## src/rtl/mux_scan_pkg.sv

```systemverilog
// Shared constants and state encoding for the 16:1 mux scan controller.
package mux_scan_pkg;

    localparam int unsigned NUM_CH = 16;
    localparam int unsigned SEL_W  = 4;
    localparam int unsigned CNT_W  = 4;

    typedef enum logic [1:0] {
        StIdle = 2'd0,
        StScan = 2'd1,
        StOut  = 2'd2
    } state_e;

endpackage

```

## src/rtl/next_ch_find.sv

```systemverilog
// Finds the lowest enabled channel strictly above `cur`, or the lowest enabled
// channel overall when `from_below` is set.
module next_ch_find
    import mux_scan_pkg::*;
(
    input  logic [NUM_CH-1:0] mask,
    input  logic [SEL_W-1:0]  cur,
    input  logic              from_below,
    output logic [SEL_W-1:0]  nxt,
    output logic              found
);

    always_comb begin
        nxt   = '0;
        found = 1'b0;
        // Walk downward so the last hit is the lowest qualifying channel.
        for (int i = NUM_CH - 1; i >= 0; i--) begin
            if (mask[i] && (from_below || (SEL_W'(i) > cur))) begin
                nxt   = SEL_W'(i);
                found = 1'b1;
            end
        end
    end

endmodule

```

## src/rtl/mux_scan_seq.sv

```systemverilog
// Scan controller: steps a 16:1 mux select through enabled channels, samples
// each after a settle window, and hands the assembled word out via valid/ready.
module mux_scan_seq
    import mux_scan_pkg::*;
#(
    parameter int unsigned SETTLE = 1
) (
    input  logic              clk,
    input  logic              rst_n,
    input  logic              start,
    input  logic              cont,
    input  logic [NUM_CH-1:0] mask,
    output logic [SEL_W-1:0]  mux_sel,
    input  logic              mux_y,
    output logic [NUM_CH-1:0] data,
    output logic              data_valid,
    input  logic              data_ready,
    output logic              busy
);

    localparam logic [CNT_W-1:0] SETTLE_CNT = CNT_W'(SETTLE);

    state_e            state_q, state_d;
    logic [NUM_CH-1:0] mask_q, mask_d;
    logic              cont_q, cont_d;
    logic [NUM_CH-1:0] shadow_q, shadow_d;
    logic [CNT_W-1:0]  cnt_q, cnt_d;
    logic [SEL_W-1:0]  sel_q, sel_d;
    logic [NUM_CH-1:0] data_q, data_d;
    logic              valid_q, valid_d;
    logic              busy_q, busy_d;

    logic [NUM_CH-1:0] find_mask;
    logic [SEL_W-1:0]  find_cur;
    logic              find_low;
    logic [SEL_W-1:0]  find_idx;
    logic              find_found;

    // One search block serves both "next above current" and "lowest enabled".
    next_ch_find u_next_ch_find (
        .mask       (find_mask),
        .cur        (find_cur),
        .from_below (find_low),
        .nxt        (find_idx),
        .found      (find_found)
    );

    always_comb begin
        state_d   = state_q;
        mask_d    = mask_q;
        cont_d    = cont_q;
        shadow_d  = shadow_q;
        cnt_d     = cnt_q;
        sel_d     = sel_q;
        data_d    = data_q;
        valid_d   = valid_q;
        find_mask = mask_q;
        find_cur  = sel_q;
        find_low  = 1'b0;

        case (state_q)
            StIdle: begin
                sel_d     = '0;
                find_mask = mask;
                find_low  = 1'b1;
                if (start) begin
                    mask_d   = mask;
                    cont_d   = cont;
                    shadow_d = '0;
                    cnt_d    = '0;
                    if (find_found) begin
                        state_d = StScan;
                        sel_d   = find_idx;
                    end else begin
                        state_d = StOut;
                        data_d  = '0;
                        valid_d = 1'b1;
                    end
                end
            end
            StScan: begin
                if (cnt_q == SETTLE_CNT) begin
                    shadow_d[sel_q] = mux_y;
                    cnt_d           = '0;
                    if (find_found) begin
                        sel_d = find_idx;
                    end else begin
                        state_d = StOut;
                        data_d  = shadow_d;
                        valid_d = 1'b1;
                    end
                end else begin
                    cnt_d = cnt_q + 1'b1;
                end
            end
            StOut: begin
                find_low = 1'b1;
                if (data_ready) begin
                    valid_d = 1'b0;
                    if (cont_q) begin
                        shadow_d = '0;
                        cnt_d    = '0;
                        if (find_found) begin
                            state_d = StScan;
                            sel_d   = find_idx;
                        end else begin
                            // Empty mask in continuous mode: emit another zero word.
                            data_d  = '0;
                            valid_d = 1'b1;
                        end
                    end else begin
                        state_d = StIdle;
                        sel_d   = '0;
                    end
                end
            end
            default: begin
                state_d = StIdle;
                sel_d   = '0;
            end
        endcase

        busy_d = (state_d != StIdle);
    end

    always_ff @(posedge clk) begin
        if (!rst_n) begin
            state_q  <= StIdle;
            mask_q   <= '0;
            cont_q   <= 1'b0;
            shadow_q <= '0;
            cnt_q    <= '0;
            sel_q    <= '0;
            data_q   <= '0;
            valid_q  <= 1'b0;
            busy_q   <= 1'b0;
        end else begin
            state_q  <= state_d;
            mask_q   <= mask_d;
            cont_q   <= cont_d;
            shadow_q <= shadow_d;
            cnt_q    <= cnt_d;
            sel_q    <= sel_d;
            data_q   <= data_d;
            valid_q  <= valid_d;
            busy_q   <= busy_d;
        end
    end

    assign mux_sel    = sel_q;
    assign data       = data_q;
    assign data_valid = valid_q;
    assign busy       = busy_q;

endmodule

```

## config.mk

```make
export PLATFORM = sky130hd
export DESIGN_NAME = mux_scan_seq
export DESIGN_NICKNAME = d
export VERILOG_FILES = /design/src/rtl/mux_scan_pkg.sv /design/src/rtl/next_ch_find.sv /design/src/rtl/mux_scan_seq.sv
export SDC_FILE = /design/constraint.sdc
export NUM_CORES = 1
export LEC_CHECK = 0
export CAP_MARGIN = 15
export CORE_MARGIN = 4
export CORE_UTILIZATION = 55
export DETAILED_ROUTE_END_ITERATION = 10
export GPL_ROUTABILITY_DRIVEN = 1
export GPL_TIMING_DRIVEN = 0
export MAX_ROUTING_LAYER = met4
export PLACE_DENSITY_LB_ADDON = 0.15
export SLEW_MARGIN = 20
export SYNTH_ARGS = -nofsm -noshare
export SYNTH_HDL_FRONTEND = slang
export SYNTH_SLANG_ARGS = --single-unit
export TNS_END_PERCENT = 100
```

## constraint.sdc

```tcl
create_clock -name clk -period 3.15 [get_ports clk]
set_clock_uncertainty 0.05 [all_clocks]
set_input_delay 0.63 -clock clk [delete_from_list [all_inputs] [get_ports clk]]
set_output_delay 0.63 -clock clk [all_outputs]
set_load 0.02 [all_outputs]
```

# After elaboration in Yosys (flattened, before gate mapping)
# Index checks and enable logic that the tools add are counted.
# W data, S select, Z words.
[op_classes]
muxes = 76
n_lt_le_gt_ge = 18
add_sub_neg = 1
eq_ne = 8
reduce_logical = 43
[ops]
columns = ["cell", "n"]
rows = [
  ["$mux W16", 11],
  ["$mux W4", 26],
  ["$pmux W16 S3", 2],
  ["$gt A4 B4 Y1 const A", 8],
  ["$mux W1", 24],
  ["$pmux W4 S3", 2],
  ["$logic_and A1 B1 Y1", 17],
  ["$bwmux W16", 1],
  ["$gt A3 B4 Y1 const A", 4],
  ["$logic_or A1 B1 Y1", 16],
  ["$mux W2", 7],
  ["$ne A2 B2 Y1 const B", 5],
  ["$gt A1 B4 Y1 const A", 2],
  ["$gt A2 B4 Y1 const A", 2],
  ["$reduce_and A4 Y1", 2],
  ["$pmux W2 S3", 1],
  ["$reduce_and A6 Y1", 1],
  ["$lt A4 B5 Y1 const B", 1],
  ["$reduce_and A5 Y1", 1],
  ["$add A4 B1 Y4 const B", 1],
  ["$demux W1 S4", 1],
  ["$eq A4 B1 Y1 const B", 1],
  ["$ge A4 B1 Y1 const B", 1],
  ["$reduce_and A2 Y1", 2],
  ["other kinds (7)", 7],
]
[totals]
out_inout_bits = 22
wordCells = 155
inputBits = 22
ff_bits = 61

# Longest topological paths before layout
[depth]
depth_word = 26
ltp_mapped = 10
ltp_nobuf = 9

# Cells and area by module
# A second synthesis with hierarchy kept.
[unflattened]
cells_unflattened = 408
area_unflattened_um2 = 3682.3
[by_module_without_submodules]
columns = ["mod", "cells_per_inst", "seq_area_each_um2", "n_inst", "area_each_um2"]
rows = [
  ["mux_scan_seq", 326, 1221.2, 1, 3158.0],
  ["next_ch_find", 82, 0.0, 1, 524.3],
]

# Worst setup path after synthesis
# No wires, ideal clock.
[synth_path]
kind = "input to register"
from = "in mask[15]"
to = "reg data_q[2] (netlist: data[2])"
path_buffers = 1
setup_ns = 0.132
slack_ns = 0.629
t_arrival_ns = 2.339
required_ns = 2.968
cell_stages = 8
path_cell_list = "or4_1 o311a_1 nor4_2 nand3_2 or2_4 buf_6 o21ai_1 a21oi_1"
[synth_via]
elab_chain_cells = 22
word_cells_on_any_way = 25
cone_classes = "eq/ne: 1; mux: 22; reduce/logical: 2"
[synth_lines]
columns = ["item", "line", "source"]
rows = [
  ["start: declaration", "mux_scan_seq.sv:12", "input logic [NUM_CH-1:0] mask,"],
  ["$mux W16 (*)", "mux_scan_seq.sv:61", "case (state_q)"],
  ["$logic_and A1 B1 Y1 (*)", "next_ch_find.sv:18", "if (mask[i] && (from_below || (SEL_W'(i) > cur))) begin"],
  ["$mux W1 (*) (16 in a row)", "next_ch_find.sv:18", ""],
  ["$mux W16 (3 in a row)", "n/a", ""],
  ["$pmux W16 S3", "n/a", ""],
  ["end signal: assignment", "mux_scan_seq.sv:144", "data_q <= data_d;"],
  ["end: declaration", "mux_scan_seq.sv:29", "logic [NUM_CH-1:0] data_q, data_d;"],
]
# Mark *: on every way between the ends. The rest lies on a longest branch, timed or not. The select of a mux whose other input is x is not followed.
# A chain may end at the register's enable or synchronous reset.

# Worst setup path after layout
[layout_path]
from = "in mask[15]"
to = "reg sel_q[0] (netlist: mux_sel[0])"
[layout_via]
elab_chain_cells = 22
word_cells_on_any_way = 41
cone_classes = "mux: 40; reduce/logical: 1"
[layout_lines]
columns = ["item", "line", "source"]
rows = [
  ["$mux W16 (*)", "mux_scan_seq.sv:61", ""],
  ["$logic_and A1 B1 Y1 (*)", "next_ch_find.sv:18", ""],
  ["$mux W4 or $mux W1 (tied branches) (16 in a row)", "next_ch_find.sv:18", ""],
  ["$mux W4", "mux_scan_seq.sv:85, mux_scan_seq.sv:103", ""],
  ["$mux W4", "mux_scan_seq.sv:100", "if (cont_q) begin"],
  ["$mux W4", "mux_scan_seq.sv:98", "if (data_ready) begin"],
  ["$pmux W4 S3 (*)", "mux_scan_seq.sv:61", ""],
  ["end signal: assignment", "mux_scan_seq.sv:143", "sel_q <= sel_d;"],
  ["end: declaration", "mux_scan_seq.sv:28", "logic [SEL_W-1:0] sel_q, sel_d;"],
]
# Marked as above.

==> summary.md <==
| Metric | Value |
|---|---|
| Clock latency on the worst-skew pair | `0.34 ns` |
| Antenna Violating Nets Remaining | `0` |
| CP endpoint kind | `register` |
| DRC Markers | `0` |
| Die Y | `85.7 um` |
| Synth warnings | `0` |
| Cts bufs inserted | `9` |
| CTS tree | `built` |
| All-Layer GR Usage | `27.2%` |
| Final period utilization | `a little over nine tenths` |
| I/O pins | `44` |
| Worst Tran Pin Value | `about 0.69 ns` |
| Global-route wire length before repair | `15.5 mm` |
| Mapped Nets | `454` |
| Cell Area, Placed | `0.00385 mm^2` |
| WL final | `about 9.3 mm` |
| Switch share | `28.8%` |
| Cell Count, Final, Fillers Out | `approximately 560` |
| Commonest non-fill, non-tap cell in the layout | `nand2_1` |
| Clock power frac | `between 40% and 50%` |
| Avg Inst Size Synth | `7.73 um^2` |
| Endpoints failing setup | `0` |
| Die area | `0.00735 mm^2` |
| Launching point of the worst reg2reg path | `state_q[0]$_SDFF_PN0_` |
| Area of the multi-input gates | `0.00193 mm^2` |
| CP arrival | `3.14 ns` |
| Post-CTS sizing | `0` |
| Final hold vios | `0` |
| First-pass DRT Iterations | `5` |
| Cell leakage power | `0.00145 uW` |
| Post-Synthesis Cell Area | `0.00332 mm^2` |
| Detail Placement HPWL | `6.71 mm` |
| Gr ovfl total | `0` |
| Setup crit start kind | `primary input` |
| RSZ-0062 raised after global routing | `no` |
| Number of global-route vias before repair | `around 3300` |
| Hold Path Class | `register to register` |
| CTS Root Buffer Type | `clkbuf_8` |
| Final Hold Slack | `0.414 ns` |
| DR iter-0 viols | `185` |
| Nets | `508` |
| Max Cap Viol | `0` |
| Outcome | `completed` |
| H-tree depth | `3` |
| Fin area | `0.00406 mm^2` |
| Largest net degree at the start of global routing | `12` |
| Ant diodes | `0` |
| Layout cells sized above 1 | `between 9 and 10%` |
| Net Sw Power | `554 uW` |
| Site Rows | `28` |
| Clk slew on worst S/H paths | `0.07 ns` |
| Fmax | `~340 MHz` |
| Drt wl/cell | `16.5 um` |
| #FFs+latches synth | `61` |
| Core footprint | `0.00589 mm^2` |
| RePlAce Congestion | `0.916` |
| Seq/Total Area, Yosys | `36.7%` |
| Cell variety after synth | `69` |
| Vias per cell | `between 5 and 6` |
| Logic gate share of total power | `between 10% and 20%` |
| Cells after synthesis | `430` |
| Port Buffers | `43` |
| Ys async rst share | `0%` |
| Clk buf depth | `2` |
| Initial antenna violation count | `0` |
| Pwr dens | `474 mW/mm^2` |
| Leading cell types in the layout, fill and taps excluded | `66 x nand2_1, 64 x nor2_1, 61 x dfxtp_1` |
| Post-synth EDFFs | `0` |
| Worst-path maximum fanout | `6` |
| Post-CTS Setup Repair Bufs | `0` |
| Internal power | `1370 uW` |
| Sequential Power Share | `a little over two fifths` |
| CP Data Required Time | `~3.3 ns` |
| Area growth, synth to finish | `22.2%` |
| Min-delay src | `mask_q[4]$_SDFFE_PN0P_` |
| Register Area | `0.00122 mm^2` |
| Cell total after placement | `548` |
| Crit path from | `mask[15]` |
| Initial Util | `56.5%` |
| Vias | `3332` |
| Kind of critical path | `primary input to register` |
| Die span in x | `85.7 um` |
| Top FF cell, synth | `dfxtp_1` |
| Hold Buf Count CTS | `0` |
| CTS Sinks | `61` |
| Max IR drop VDD | `0.328 mV` |
| Fillers | `515` |
| Slew HR | `53.6%` |
| Max-slew violations | `0` |
| Final Critical Period | `2.96 ns` |
| Design Power | `a little under 2000 uW` |
cells in the mapped netlist, types with 2 or more instances:
master,number,area share (%)
mux2_2,3,1.0
a221o_1,2,0.60
and2_1,3,0.56
nor2_1,64,7.2
nand2b_1,8,1.5
o21ai_1,11,1.7
and3_1,2,0.38
nor2b_1,3,0.56
o41ai_1,2,0.53
a32o_1,2,0.60
buf_2,8,1.2
inv_1,6,0.68
a211oi_1,4,0.90
a21boi_1,2,0.45
nor3_1,11,1.7
buf_6,3,1.0
or4_1,2,0.45
ha_1,2,0.75
nand2_1,66,7.5
a31oi_1,2,0.38
o21ai_0,15,2.3
o22ai_1,3,0.56
dfxtp_1,61,37
nand3_1,4,0.60
a22oi_1,2,0.45
mux2i_1,24,7.2
a21oi_1,50,7.5
nor2_2,2,0.38
clkbuf_1,16,1.8
nand4_1,3,0.56
o31a_1,2,0.53
a2bb2oi_1,4,1.1
xor2_1,2,0.53
metal layers:
metal	vias up	global-route usage [%]	wire length (um)	part of all wire, %
li1	1625	-	-	-
met1	1561	33.1	4100	44
met2	118	44.1	4500	48
met3	28	4.13	453	4.9
met4	0	12.8	255	2.7
met5	-	-	0	0
final timing paths:
check,end,cells after the start,slack [ns]
setup reg to reg,mux_sel[0]$_SDFFE_PN0P_,9,0.32
hold / removal,mask_q[4]$_SDFFE_PN0P_,2,0.41
setup / recovery,mux_sel[0]$_SDFFE_PN0P_,8,0.19
hold reg to reg,mask_q[4]$_SDFFE_PN0P_,2,0.41
logic make-up (layout without fill, tap and decap cells):
family	Yosys count	after routing	synth area share (%)
flip-flops	61	61	36.7
multiplexers	27	27	8.25
buffers and inverters	36	95	5.16
adder cells (fa/ha/maj)	2	2	0.753
XOR/XNOR	3	3	0.791
AO/OA/AOI/OAI	121	121	23.3
AND/OR/NAND/NOR	180	180	25.0
final cells by class:
class	instances	share of cell area [%]
multi-input combinational	333	47.5
sequential	61	30.1
timing repair buffer	43	10.6
buffer	29	3.57
clock buffer	10	3.14
tap	75	2.31
clock inverter	6	2.13
inverter	7	0.647
worst max-delay path, stage by stage:
cell             delay [ns]
clkdlybuf4s50_1        0.47
or4_1                  0.54
o311a_1                0.15
nor4_2                 0.30
nand3_2                0.22
o41ai_1                0.61
nand2_1                0.13
o41ai_1                0.09
sequential cells by signal (all words and copies together), names as in the netlist:
signal and cells:
busy 1, cnt_q 4, cont_q 1, data 16
data_valid 1, mask_q 16, mux_sel 4, shadow_q 16
state_q 2
power groups by stage:
stage	Sequential [uW]	Clock (uW)	Combinational, uW
2_1_floorplan	831	0	216
4_1_cts	815	779	330
3_3_place_gp	832	0	324
3_5_place_dp	833	0	326
6_report	816	775	334
5_1_grt	819	818	363
per-stage QoR:
step / TNS, ns / setup WS, ns / utilization, %
after floorplan: 0 / 0.629 / -
after global placement: -1.03 / -0.111 / 65.4
after detailed placement: -0.592 / -0.0822 / 65.4
after CTS: 0 / 0.263 / 69.0
after global routing: 0 / 0.0779 / 69.0
final: 0 / 0.191 / 69.0
Power figures use the tool's default switching activity.
